### src/rtl/transfer_shift_pkg.sv
// Shared definitions for the transfer-and-shift datapath: FSM encodings and default sizes
// used by the operand loader and the downstream shift stage.
package transfer_shift_pkg;

    localparam logic [2:0] ST_IDLE   = 3'd0;
    localparam logic [2:0] ST_LOAD_A = 3'd1;
    localparam logic [2:0] ST_LOAD_B = 3'd2;
    localparam logic [2:0] ST_ISSUE  = 3'd3;
    localparam logic [2:0] ST_HOLD   = 3'd4;

    localparam int DEFAULT_WIDTH = 4;
    localparam int PAIR_CNT_W    = 8;

    typedef enum logic [2:0] {
        IDLE   = ST_IDLE,
        LOAD_A = ST_LOAD_A,
        LOAD_B = ST_LOAD_B,
        ISSUE  = ST_ISSUE,
        HOLD   = ST_HOLD
    } state_t;

endpackage

### src/rtl/serial_shift_reg.sv
// Serial-in/parallel-out shift register; the first bit received ends up at the MSB when
// MSB_FIRST is set, at the LSB otherwise.
module serial_shift_reg
    import transfer_shift_pkg::*;
#(
    parameter int WIDTH     = DEFAULT_WIDTH,
    parameter int MSB_FIRST = 1
) (
    input  logic             clk,
    input  logic             reset_n,
    input  logic             clr,
    input  logic             en,
    input  logic             din,
    output logic [WIDTH-1:0] q
);

    logic [WIDTH-1:0] sr_q;

    always_ff @(posedge clk or negedge reset_n) begin
        if (!reset_n) begin
            sr_q <= '0;
        end else if (clr) begin
            sr_q <= '0;
        end else if (en) begin
            if (MSB_FIRST != 0) sr_q <= {sr_q[WIDTH-2:0], din};
            else                sr_q <= {din, sr_q[WIDTH-1:1]};
        end
    end

    assign q = sr_q;

endmodule

### src/rtl/operand_pair_loader.sv
// Assembles operand A then operand B from a gapped serial stream, issues them to the shift
// stage with a one-cycle start pulse and holds them stable for HOLD_CYCLES afterwards.
module operand_pair_loader
    import transfer_shift_pkg::*;
#(
    parameter int WIDTH       = DEFAULT_WIDTH,
    parameter int HOLD_CYCLES = 2,
    parameter int MSB_FIRST   = 1
) (
    input  logic                  clk,
    input  logic                  reset_n,
    input  logic                  serial_in,
    input  logic                  serial_valid,
    input  logic                  abort,
    input  logic                  clear_ovr,
    output logic [WIDTH-1:0]      A_out,
    output logic [WIDTH-1:0]      B_out,
    output logic                  start,
    output logic                  busy,
    output logic                  overrun,
    output logic [PAIR_CNT_W-1:0] pair_count
);

    localparam int CNT_W  = $clog2(WIDTH + 1);
    localparam int HCNT_W = $clog2(HOLD_CYCLES + 1);
    localparam logic [CNT_W-1:0]  LAST_BIT  = CNT_W'(WIDTH - 1);
    localparam logic [HCNT_W-1:0] LAST_HOLD = HCNT_W'(HOLD_CYCLES - 1);

    state_t                  state_q;
    logic [CNT_W-1:0]        bit_cnt_q;
    logic [HCNT_W-1:0]       hold_cnt_q;
    logic [WIDTH-1:0]        a_stage_q;
    logic [WIDTH-1:0]        a_out_q;
    logic [WIDTH-1:0]        b_out_q;
    logic                    start_q;
    logic                    busy_q;
    logic                    ovr_q;
    logic [PAIR_CNT_W-1:0]   pair_cnt_q;

    logic             loading;
    logic             committed;
    logic             sr_en;
    logic             sr_clr;
    logic             drop;
    logic [WIDTH-1:0] sr_q;
    logic [WIDTH-1:0] sr_d;

    // The completed operand must include the bit arriving on this edge, so capture the
    // shift register's next value rather than its current contents.
    function automatic logic [WIDTH-1:0] shift_in(input logic [WIDTH-1:0] cur, input logic b);
        if (MSB_FIRST != 0) return {cur[WIDTH-2:0], b};
        else                return {b, cur[WIDTH-1:1]};
    endfunction

    assign loading   = (state_q == LOAD_A) || (state_q == LOAD_B);
    assign committed = (state_q == ISSUE) || (state_q == HOLD);
    assign sr_en     = serial_valid && !abort && (loading || state_q == IDLE);
    assign sr_clr    = abort && loading;
    assign drop      = serial_valid && committed;
    assign sr_d      = shift_in(sr_q, serial_in);

    serial_shift_reg #(
        .WIDTH     (WIDTH),
        .MSB_FIRST (MSB_FIRST)
    ) u_shift (
        .clk     (clk),
        .reset_n (reset_n),
        .clr     (sr_clr),
        .en      (sr_en),
        .din     (serial_in),
        .q       (sr_q)
    );

    always_ff @(posedge clk or negedge reset_n) begin
        if (!reset_n) begin
            state_q    <= IDLE;
            bit_cnt_q  <= '0;
            hold_cnt_q <= '0;
            a_stage_q  <= '0;
            a_out_q    <= '0;
            b_out_q    <= '0;
            start_q    <= 1'b0;
            busy_q     <= 1'b0;
            ovr_q      <= 1'b0;
            pair_cnt_q <= '0;
        end else begin
            start_q <= 1'b0;
            if (drop)           ovr_q <= 1'b1;
            else if (clear_ovr) ovr_q <= 1'b0;

            case (state_q)
                IDLE: begin
                    if (serial_valid && !abort) begin
                        bit_cnt_q <= CNT_W'(1);
                        state_q   <= LOAD_A;
                        busy_q    <= 1'b1;
                    end
                end
                LOAD_A, LOAD_B: begin
                    if (abort) begin
                        bit_cnt_q <= '0;
                        state_q   <= IDLE;
                        busy_q    <= 1'b0;
                    end else if (serial_valid) begin
                        if (bit_cnt_q == LAST_BIT) begin
                            bit_cnt_q <= '0;
                            if (state_q == LOAD_A) begin
                                a_stage_q <= sr_d;
                                state_q   <= LOAD_B;
                            end else begin
                                a_out_q    <= a_stage_q;
                                b_out_q    <= sr_d;
                                start_q    <= 1'b1;
                                pair_cnt_q <= pair_cnt_q + 1'b1;
                                state_q    <= ISSUE;
                            end
                        end else begin
                            bit_cnt_q <= bit_cnt_q + 1'b1;
                        end
                    end
                end
                ISSUE: begin
                    hold_cnt_q <= '0;
                    state_q    <= HOLD;
                end
                HOLD: begin
                    if (hold_cnt_q == LAST_HOLD) begin
                        state_q <= IDLE;
                        busy_q  <= 1'b0;
                    end else begin
                        hold_cnt_q <= hold_cnt_q + 1'b1;
                    end
                end
                default: begin
                    state_q <= IDLE;
                    busy_q  <= 1'b0;
                end
            endcase
        end
    end

    assign A_out      = a_out_q;
    assign B_out      = b_out_q;
    assign start      = start_q;
    assign busy       = busy_q;
    assign overrun    = ovr_q;
    assign pair_count = pair_cnt_q;

endmodule

### config.mk
export PLATFORM = sky130hd
export DESIGN_NAME = operand_pair_loader
export DESIGN_NICKNAME = d
export VERILOG_FILES = /design/src/rtl/transfer_shift_pkg.sv /design/src/rtl/serial_shift_reg.sv /design/src/rtl/operand_pair_loader.sv
export SDC_FILE = /design/constraint.sdc
export NUM_CORES = 1
export LEC_CHECK = 0
export ABC_AREA = 1
export BUFFER_PORTS_ARGS = -buffer_cell sky130_fd_sc_hd__buf_2
export CORE_ASPECT_RATIO = 0.7
export CORE_UTILIZATION = 55
export CTS_CLUSTER_DIAMETER = 50
export CTS_CLUSTER_SIZE = 30
export DETAILED_ROUTE_END_ITERATION = 12
export PLACE_DENSITY = 0.77
export SLEW_MARGIN = 20
export SYNTH_ARGS = -nofsm -noshare
export SYNTH_HDL_FRONTEND = slang
export SYNTH_SLANG_ARGS = --single-unit
### constraint.sdc
create_clock -name clk -period 3.6 [get_ports clk]
set_input_delay 0.36 -clock clk [delete_from_list [all_inputs] [get_ports clk]]
set_output_delay 0.36 -clock clk [all_outputs]
set_load 0.01 [all_outputs]
After elaboration in Yosys (flattened, before gate mapping). Index checks and enable logic that the tools add are counted.

Logic and storage cells: 75. Output and inout bits: 19. Flip-flop bits (word level): 34.

Mux-type cells: 26. Eq/ne operators: 12. $add $sub $neg: 3. Bitwise gates (word level): 3. Reduce and logical (&&, ||, !) cells: 20.

Operators by type and width (count): 3-bit two-way mux (10); 3-bit case mux with 4 select lines (1); 1-bit two-way mux (11); 5-bit AND reduction (2); 3-bit by 2-bit == test with 1-bit output (second input constant) (3); 8-bit by 1-bit adder with 8-bit output (second input constant) (1); 4-bit AND reduction (2); 2-bit nonzero test (4); 3-bit != test (second input constant) (2); 3-bit case mux with 2 select lines (1); 1-bit logical AND (4); 2-bit by 1-bit != test with 1-bit output (second input constant) (2); 2-bit != test (second input constant) (2); 1-bit case mux with 4 select lines (1); 2-bit case mux with 2 select lines (1); 3-bit by 1-bit adder with 3-bit output (second input constant) (1); 3-bit by 1-bit == test with 1-bit output (second input constant) (1); 3-bit == test (second input constant) (1); 3-bit logical NOT (1); 1-bit logical OR (3); 1-bit NOT (3); 3-bit AND reduction (1); 2-bit by 1-bit adder with 2-bit output (second input constant) (1); 2-bit by 1-bit == test with 1-bit output (second input constant) (1); other kinds (4) (4).

Logic depth before layout (Yosys ltp). Gate-level depths: netlist (run 1).

Depth in word-level cells: 6. Depth in mapped cells: 9. Gate-level depth less buffers: 9.

Hierarchy. From an unflattened synthesis (run 1), not the netlist that was laid out.

Cells, all modules: 195. Area, all modules: 1644.1 sq um.

Modules (own cells, without submodules): operand_pair_loader (times used 1, area each 1483.9 sq um, cells each 177); serial_shift_reg (times used 1, area each 160.2 sq um, cells each 18).

Worst setup path after synthesis (run 1). Ideal clock, no wire load.

Path type: register -> register. From: register bit_cnt_q[0]. To: register pair_cnt_q[6], in the netlist pair_count[6]. Library setup time: 0.116 ns. Path slack: 2.299 ns. Buffers on the path: 1. Data required time: 3.484 ns. Cell stages (with the launch flop): 10. Data arrival time: 1.185 ns. Cell sequence: dfrtp_1 -> ha_1 -> inv_2 -> nor2_4 -> nand2_4 -> nor2_8 -> inv_6 -> buf_6 -> nand2_1 -> nand2_1.

Word-level cells in the longest chain between the ends: 2.

Ends and longest elaborated chain: start: declaration (RTL line operand_pair_loader.sv:30) `logic [CNT_W-1:0] bit_cnt_q;`; start signal: assignment (RTL line operand_pair_loader.sv:118) `bit_cnt_q <= bit_cnt_q + 1'b1;`; 3-bit by 2-bit == test with 1-bit output (RTL line operand_pair_loader.sv:105) `if (bit_cnt_q == LAST_BIT) begin`; 5-bit AND reduction (no source line); end signal: assignment (RTL line operand_pair_loader.sv:114) `pair_cnt_q <= pair_cnt_q + 1'b1;`; end: declaration (RTL line operand_pair_loader.sv:38) `logic [PAIR_CNT_W-1:0] pair_cnt_q;`.

Every way passes these cells. A chain may end at the register's enable or synchronous reset.

Worst setup path after layout (run 1).
From: register bit_cnt_q[0]. To: register b_out_q[1], in the netlist B_out[1].

Word-level cells in the longest chain between the ends: 2.

Ends and longest elaborated chain: 3-bit by 2-bit == test with 1-bit output (RTL line operand_pair_loader.sv:105); 5-bit AND reduction (no source line); end signal: assignment (RTL line operand_pair_loader.sv:112) `b_out_q <= sr_d;`; end: declaration (RTL line operand_pair_loader.sv:34) `logic [WIDTH-1:0] b_out_q;`.

Every way passes these cells.

==> results.py, run 1 <==
metrics = {
    "grt": {
        "number_of_global_route_vias_before_repair": 1125,
        "grt_start_max_net_pins": 35,
        "wire_length_of_the_first_global_routing_pass_microns": 5070,
        "antenna_violations_before_repair": 0,
        "total_congestion_overflow_after_global_routing": 0,
        "grt_usage": 0.223,
    },
    "logic_synthesis": {
        "yosys.area_share.xor_xnor": 0.0158,
        "synth_top_cell_by_area": "dfrtp_1",
        "synth_compound_gate_area_share": 0.0919,
        "largest_cells_by_area_after_synthesis": "dfrtp_1, nand2_1, o21ai_0, inv_1, nand3_1",
        "proportion_of_synthesized_chip_area_in_sequential_cells": 0.512,
        "post_synth_and_or_nand_nor_area_fraction": 0.280,
        "ys_ff_latch": 34,
        "yosys.area.top_type_share": 0.512,
        "post_synth.cell_area_avg_sq_um": 8.74,
        "synth.area.mux_share": 0,
        "yosys.cell_types.count": 29,
        "count_of_synthesis_stage_warnings_from_yosys": 0,
        "async_flop_share": 1.00,
        "netlist_area_sq_um": 1660,
        "dominantRegCellSynth": "dfrtp_1",
        "synth_fa_ha_area_frac": 0.0226,
        "synth_top_family_by_area": "simple AND/OR/NAND/NOR gates",
        "synth_edf_count": 0,
        "postSynthCellCount": 190,
        "synth_nets": 199,
    },
    "sta": {
        "setup-violations-final": 0,
        "slew_headroom": 0.508,
        "timing_max_transition_violations_final": 0,
        "setup_tns_ps": 0,
        "achievable_freq_mhz": 698,
        "hold_ws_ps": 138,
        "final.period_utilization": 0.398,
        "hold_viol_final": 0,
        "worst_pin_slew_ps": 738,
        "grt_setup_unrepaired": "no",
        "period_needed_ps": 1430,
        "worst_slack_ps": 2170,
        "finClkSkew_ps": 7.91,
    },
    "placed_design": {
        "place.gp.congestion": 0.932,
        "pre_cts_ws_ps": 2160,
        "placed_cells": 248,
        "dpl_cell_area_sq_um": 1800,
        "hpwl_microns": 2460,
        "portbufs": 24,
    },
    "pwr": {
        "report.power.total_mw": 1.06,
        "p_leak_nw": 1.05,
        "irDropWorstVdd_v": 0.000310,
        "power.density_cell_area_nw_per_um2": 561,
    },
    "cells_and_area": {
        "final_cell_area_sq_um": 1880,
        "most-common-layout-cells": "nand2_1, dfrtp_1, buf_2, inv_1, o21ai_0",
        "most_common_library_cell_in_the_layout_ignoring_fill_and_taps": "nand2_1",
        "final_cells": 255,
        "area_growth_syn_to_layout_pct": 13.3,
        "antennaDiodeCount": 0,
        "drive_above_1_share": 0.233,
        "utilization": 0.667,
        "nNetsFinal": 228,
        "fillCellCount": 240,
    },
    "setup_path": {
        "worst-endpoint-required_ps": 3770,
        "crit_fanout": 17,
        "cp_num_buf_inv": 2,
        "criticalPathCategory": "reg2reg",
        "cp_slowest_cell": "dfrtp_1",
        "worstSetupEndpointType": "flop",
        "timing.critical_path.slowest_cell_delay_ps": 370,
        "crit_path_leading_delay_family": "simple AND/OR/NAND/NOR gates",
        "arrival_ps": 1600,
        "worstPathCellList": "ha_1, inv_2, nor2_4, nand2_4, nor2_8, inv_6, nand2_1, o21ai_2",
        "critical_path.startpoint_type": "flop",
    },
    "flow_run": {
        "drv.max_cap_violation_count": 0,
    },
    "route": {
        "drt_iter0_drc": 69,
        "drt_drc_violations_left": 0,
        "avgRoutedWirePerCell_microns": 12.7,
        "ant_nets": 0,
        "vias": 1305,
        "via_per_inst": 5.12,
        "drt-total-wl_microns": 3240,
        "first_pass_iters": 4,
    },
    "cts": {
        "cts.repair.resized": 0,
        "clock_latency_reported_for_the_late_side_of_the_worst_skew_pair_ps": 280,
        "cts_root_buf": "clkbuf_8",
        "ctsLongestPathBuffers": 2,
        "post_cts_hold_buffer_count": 0,
        "postCtsSetupBuffers": 0,
        "number_of_h_tree_branching_levels": 2,
        "cts_buffers": 5,
        "cts.reportedPaths.clkPinSlew_ps": 70,
        "clock-sinks": 34,
        "tritoncts": "done",
    },
    "floorplan": {
        "die_area_sq_um": 3250,
        "ios": 25,
        "die_w_microns": 67.7,
        "num_rows": 16,
        "start_util": 0.588,
        "die_height_microns": 48.0,
        "core-area_sq_um": 2820,
    },
    "worst_hold_path": {
        "hold_class": "in2async",
    },
    "status": {
        "status": "completed",
    },
}
[cell families after synthesis]
group,after synthesis
DFF,34
adders and majority gates,3
and+or+nand+nor,96
buffers and inverters,29
AOI/OAI and AO/OA,25
xor gates and xnor gates,3
[routing by layer]
layer,routed length (microns),vias to the layer above,track usage
li1,-,668,-
met1,1500,611,0.297
met2,1570,23,0.356
met3,142,3,0.0643
met4,28,0,0.0638
met5,0,-,0
[synthesized netlist by cell type (2+ instances only)]
cell type and n:
o21ai_2 2, ha_1 3, nand3_1 12, nor2_1 5, nor3_1 2, inv_2 6
nand3_2 2, buf_6 2, nand2_1 63, o21ai_1 2, xor2_1 3, o21ai_0 16
nand2_2 2, dfrtp_1 34, nand4_1 3, inv_1 20
[worst paths after layout]
check / depth (start not counted) / slack (ps) / to / startpoint
max in group asynchronous: 1 / 2990 / a_stage_q[3]$_DFFE_PN0P_ / reset_n
hold / removal: 1 / 140 / pair_count[2]$_DFFE_PN0P_ / reset_n
setup reg to reg: 8 / 2170 / B_out[1]$_DFFE_PN0P_ / bit_cnt_q[0]$_DFFE_PN0P_
setup / recovery: 8 / 2170 / B_out[1]$_DFFE_PN0P_ / bit_cnt_q[0]$_DFFE_PN0P_
min in group clk: 2 / 270 / overrun$_DFFE_PN0P_ / clear_ovr
hold reg to reg: 2 / 470 / A_out[1]$_DFFE_PN0P_ / A_out[1]$_DFFE_PN0P_
[layout make-up]
| class | count | area [sq um] | area share |
|---|---|---|---|
| clock buffer | 5 | 68.8 | 0.0366 |
| clock inverter | 2 | 10.0 | 0.00532 |
| inverter | 27 | 106 | 0.0565 |
| multi-input combinational | 127 | 681 | 0.362 |
| sequential | 34 | 851 | 0.452 |
| tap | 36 | 45.0 | 0.0239 |
| timing repair buffer | 24 | 120 | 0.0638 |
[report_power, final]
part / internal, mW / switching, mW / total (mW)
clock: 0.130 / 0.128 / 0.257
combinational: 0.101 / 0.196 / 0.297
sequential: 0.452 / 0.0509 / 0.503
[sequential cells by signal (all words and copies together) (netlist names), 2 cells and up]
name / cells
a_stage_q: 4
B_out: 4
state_q: 3
pair_count: 8
u_shift.q: 3
bit_cnt_q: 3
hold_cnt_q: 2
A_out: 4
Power figures use the tool's default switching activity.
==> inputs of run 2 (changes only) <==
clock period = 1.4 ns   (was 3.6 ns; I/O delays follow)
==> run 2 against run 1 <==
Worst hold slack got worse by 95 ps. Global-route usage increased by 0.82 points. Count of clock-buffer cells in the layout increased by 1. Final cell count increased by 3.9%. Non-clock buffer count increased by 8. Core utilization increased by 4.2 points. Critical endpoint is now pair_count[2]$_DFFE_PN0P_. Largest cell class unchanged.
==> results.py, run 2 (synthesis results as in run 1) <==
metrics = {
    "status": {
        "status": "completed",
    },
    "sta": {
        "worst_pin_slew_ps": 428,
        "finClkSkew_ps": 3.16,
        "setup_tns_ps": 0,
        "timing_max_transition_violations_final": 0,
        "period_needed_ps": 1330,
        "worst_slack_ps": 73.8,
        "setup-violations-final": 0,
        "final.period_utilization": 0.947,
        "achievable_freq_mhz": 754,
        "hold_viol_final": 0,
        "slew_headroom": 0.715,
        "grt_setup_unrepaired": "yes",
    },
    "floorplan": {
        "die_area_sq_um": 3250,
        "die_height_microns": 48.0,
        "die_w_microns": 67.7,
        "start_util": 0.588,
        "num_rows": 16,
        "core-area_sq_um": 2820,
        "ios": 25,
    },
    "cts": {
        "tritoncts": "done",
        "cts.reportedPaths.clkPinSlew_ps": 70,
        "ctsLongestPathBuffers": 2,
        "cts_buffers": 5,
        "cts_root_buf": "clkbuf_8",
        "clock_latency_reported_for_the_late_side_of_the_worst_skew_pair_ps": 290,
        "clock-sinks": 34,
        "number_of_h_tree_branching_levels": 2,
    },
    "cells_and_area": {
        "nNetsFinal": 237,
        "drive_above_1_share": 0.275,
        "largest_reg_flops": 8,
        "area_growth_syn_to_layout_pct": 20.4,
        "most_common_library_cell_in_the_layout_ignoring_fill_and_taps": "nand2_1",
        "final_cells": 265,
        "antennaDiodeCount": 0,
        "final_cell_area_sq_um": 2000,
        "most-common-layout-cells": "nand2_1, dfrtp_1, buf_2, inv_1, o21ai_0",
    },
    "worst_hold_path": {
        "whs_path_depth": 2,
        "holdPathEnd": "overrun$_DFFE_PN0P_",
        "hold_class": "in2reg",
        "min-delay-start": "clear_ovr",
    },
    "grt": {
        "wire_length_of_the_first_global_routing_pass_microns": 5240,
        "grt_start_max_net_pins": 35,
        "antenna_violations_before_repair": 0,
        "grt_usage": 0.231,
        "total_congestion_overflow_after_global_routing": 0,
        "number_of_global_route_vias_before_repair": 1164,
    },
    "pwr": {
        "power.internal_mw": 1.98,
        "pwr-share-seq": 0.433,
        "power.density_cell_area_nw_per_um2": 1510,
        "total_switching_power_mw": 1.04,
        "p_leak_nw": 1.10,
        "part_of_the_power_in_the_clock_network": 0.298,
        "power.switching_fraction": 0.344,
        "irDropWorstVdd_v": 0.00110,
        "power.share.combinational": 0.269,
        "report.power.total_mw": 3.02,
    },
    "route": {
        "drt_drc_violations_left": 0,
        "drt-total-wl_microns": 3500,
        "avgRoutedWirePerCell_microns": 13.2,
        "first_pass_iters": 4,
        "vias": 1388,
        "ant_nets": 0,
        "via_per_inst": 5.24,
        "drt_iter0_drc": 91,
    },
    "setup_path": {
        "cp_slowest_cell": "dfrtp_2",
        "arrival_ps": 1490,
        "reg2reg_from": "state_q[0]$_DFFE_PN0P_",
        "r2r_end": "pair_count[2]$_DFFE_PN0P_",
        "critical_path.startpoint_type": "flop",
        "timing.critical_path.slowest_cell_delay_ps": 460,
        "cp_num_buf_inv": 2,
        "timing.reg2reg.setup_slack_ps": 70,
        "crit_fanout": 6,
        "worstPathCellList": "inv_2, nand4_4, nor2_8, buf_4, o21ai_0",
        "crit_path_leading_delay_family": "flip-flops",
        "depth_of_the_worst_register_to_register_path": 5,
        "worstSetupEndpointType": "flop",
        "criticalPathCategory": "reg2reg",
        "worst-endpoint-required_ps": 1560,
    },
    "placed_design": {
        "pre_cts_ws_ps": 14.5,
        "hpwl_microns": 2400,
        "place.gp.congestion": 0.867,
        "portbufs": 24,
        "placed_cells": 251,
        "dpl_cell_area_sq_um": 1830,
    },
    "flow_run": {
        "drv.max_cap_violation_count": 0,
    },
}
[run 2: changes by cell type in the layout (fill, tap and decap cells not counted), sizes merged]
cell / previous run / this run
clkinvlp: 0 / 1
clkinv: 2 / 0
dlygate4sd3: 0 / 1
clkbuf: 5 / 6
buf: 24 / 31
nor2: 8 / 9
bufinv: 0 / 1
[run 2: worst register-to-register path, delay by kind of cell, from the launching register on]
kind | cells | cell delay [ps]
AOI/OAI and AO/OA | 1 | 80
buffers and inverters | 2 | 270
DFF | 1 | 460
and+or+nand+nor | 2 | 390
[run 2: timing repair]
item                                    in CTS  in global routing
buffers inserted                             0                  4
endpoints found under the setup margin       0                 20
gates resized for setup                      0                  6
hold buffers                                 1                  0
hold endpoints to repair                    34                  0
[run 2: power by group through the flow]
stage                     combinational, mW  sequential [mW]  clock, mW
final                                 0.810             1.31      0.898
after global routing                  0.919             1.33      0.957
after CTS                             0.768             1.29      0.907
after detailed placement              0.758             1.31          0
after global placement                0.727             1.29          0
after floorplan                       0.552             1.30          0
[run 2: routing by layer]
metal  vias up  track usage  wire (microns)
li1        681            -               -
met1       649        0.303            1650
met2        50        0.366            1630
met3         8       0.0571             168
met4         0        0.106              49
met5         -            0               0
[run 2: worst max path at each step]
stage	startpoint	to	slack, ps	cells past startpoint
floorplan	bit_cnt_q[0]$_DFFE_PN0P_	pair_count[6]$_DFFE_PN0P_	100	9
CTS	bit_cnt_q[0]$_DFFE_PN0P_	pair_count[4]$_DFFE_PN0P_	0.6	8
global route	bit_cnt_q[0]$_DFFE_PN0P_	B_out[2]$_DFFE_PN0P_	-20	8
global placement	bit_cnt_q[0]$_DFFE_PN0P_	pair_count[4]$_DFFE_PN0P_	60	8
finish	state_q[0]$_DFFE_PN0P_	pair_count[2]$_DFFE_PN0P_	70	5
detailed placement	bit_cnt_q[0]$_DFFE_PN0P_	pair_count[4]$_DFFE_PN0P_	10	8
[run 2: area by class of cell]
class,count,area [sq um]
Timing Repair Buffer,32,183
Clock buffer,6,72.6
Fill cell,187,823
Inverter,27,106
Tap cell,36,45.0
Multi-Input combinational cell,128,702
Sequential cell,34,853
Clock inverter,2,37.5
[run 2: through the flow]
stage	hold slack [ps]	util
2_1_floorplan	-156	-
3_3_place_gp	182	0.647
3_5_place_dp	188	0.647
4_1_cts	42.2	0.689
5_1_grt	48.5	0.708
6_report	43.0	0.708
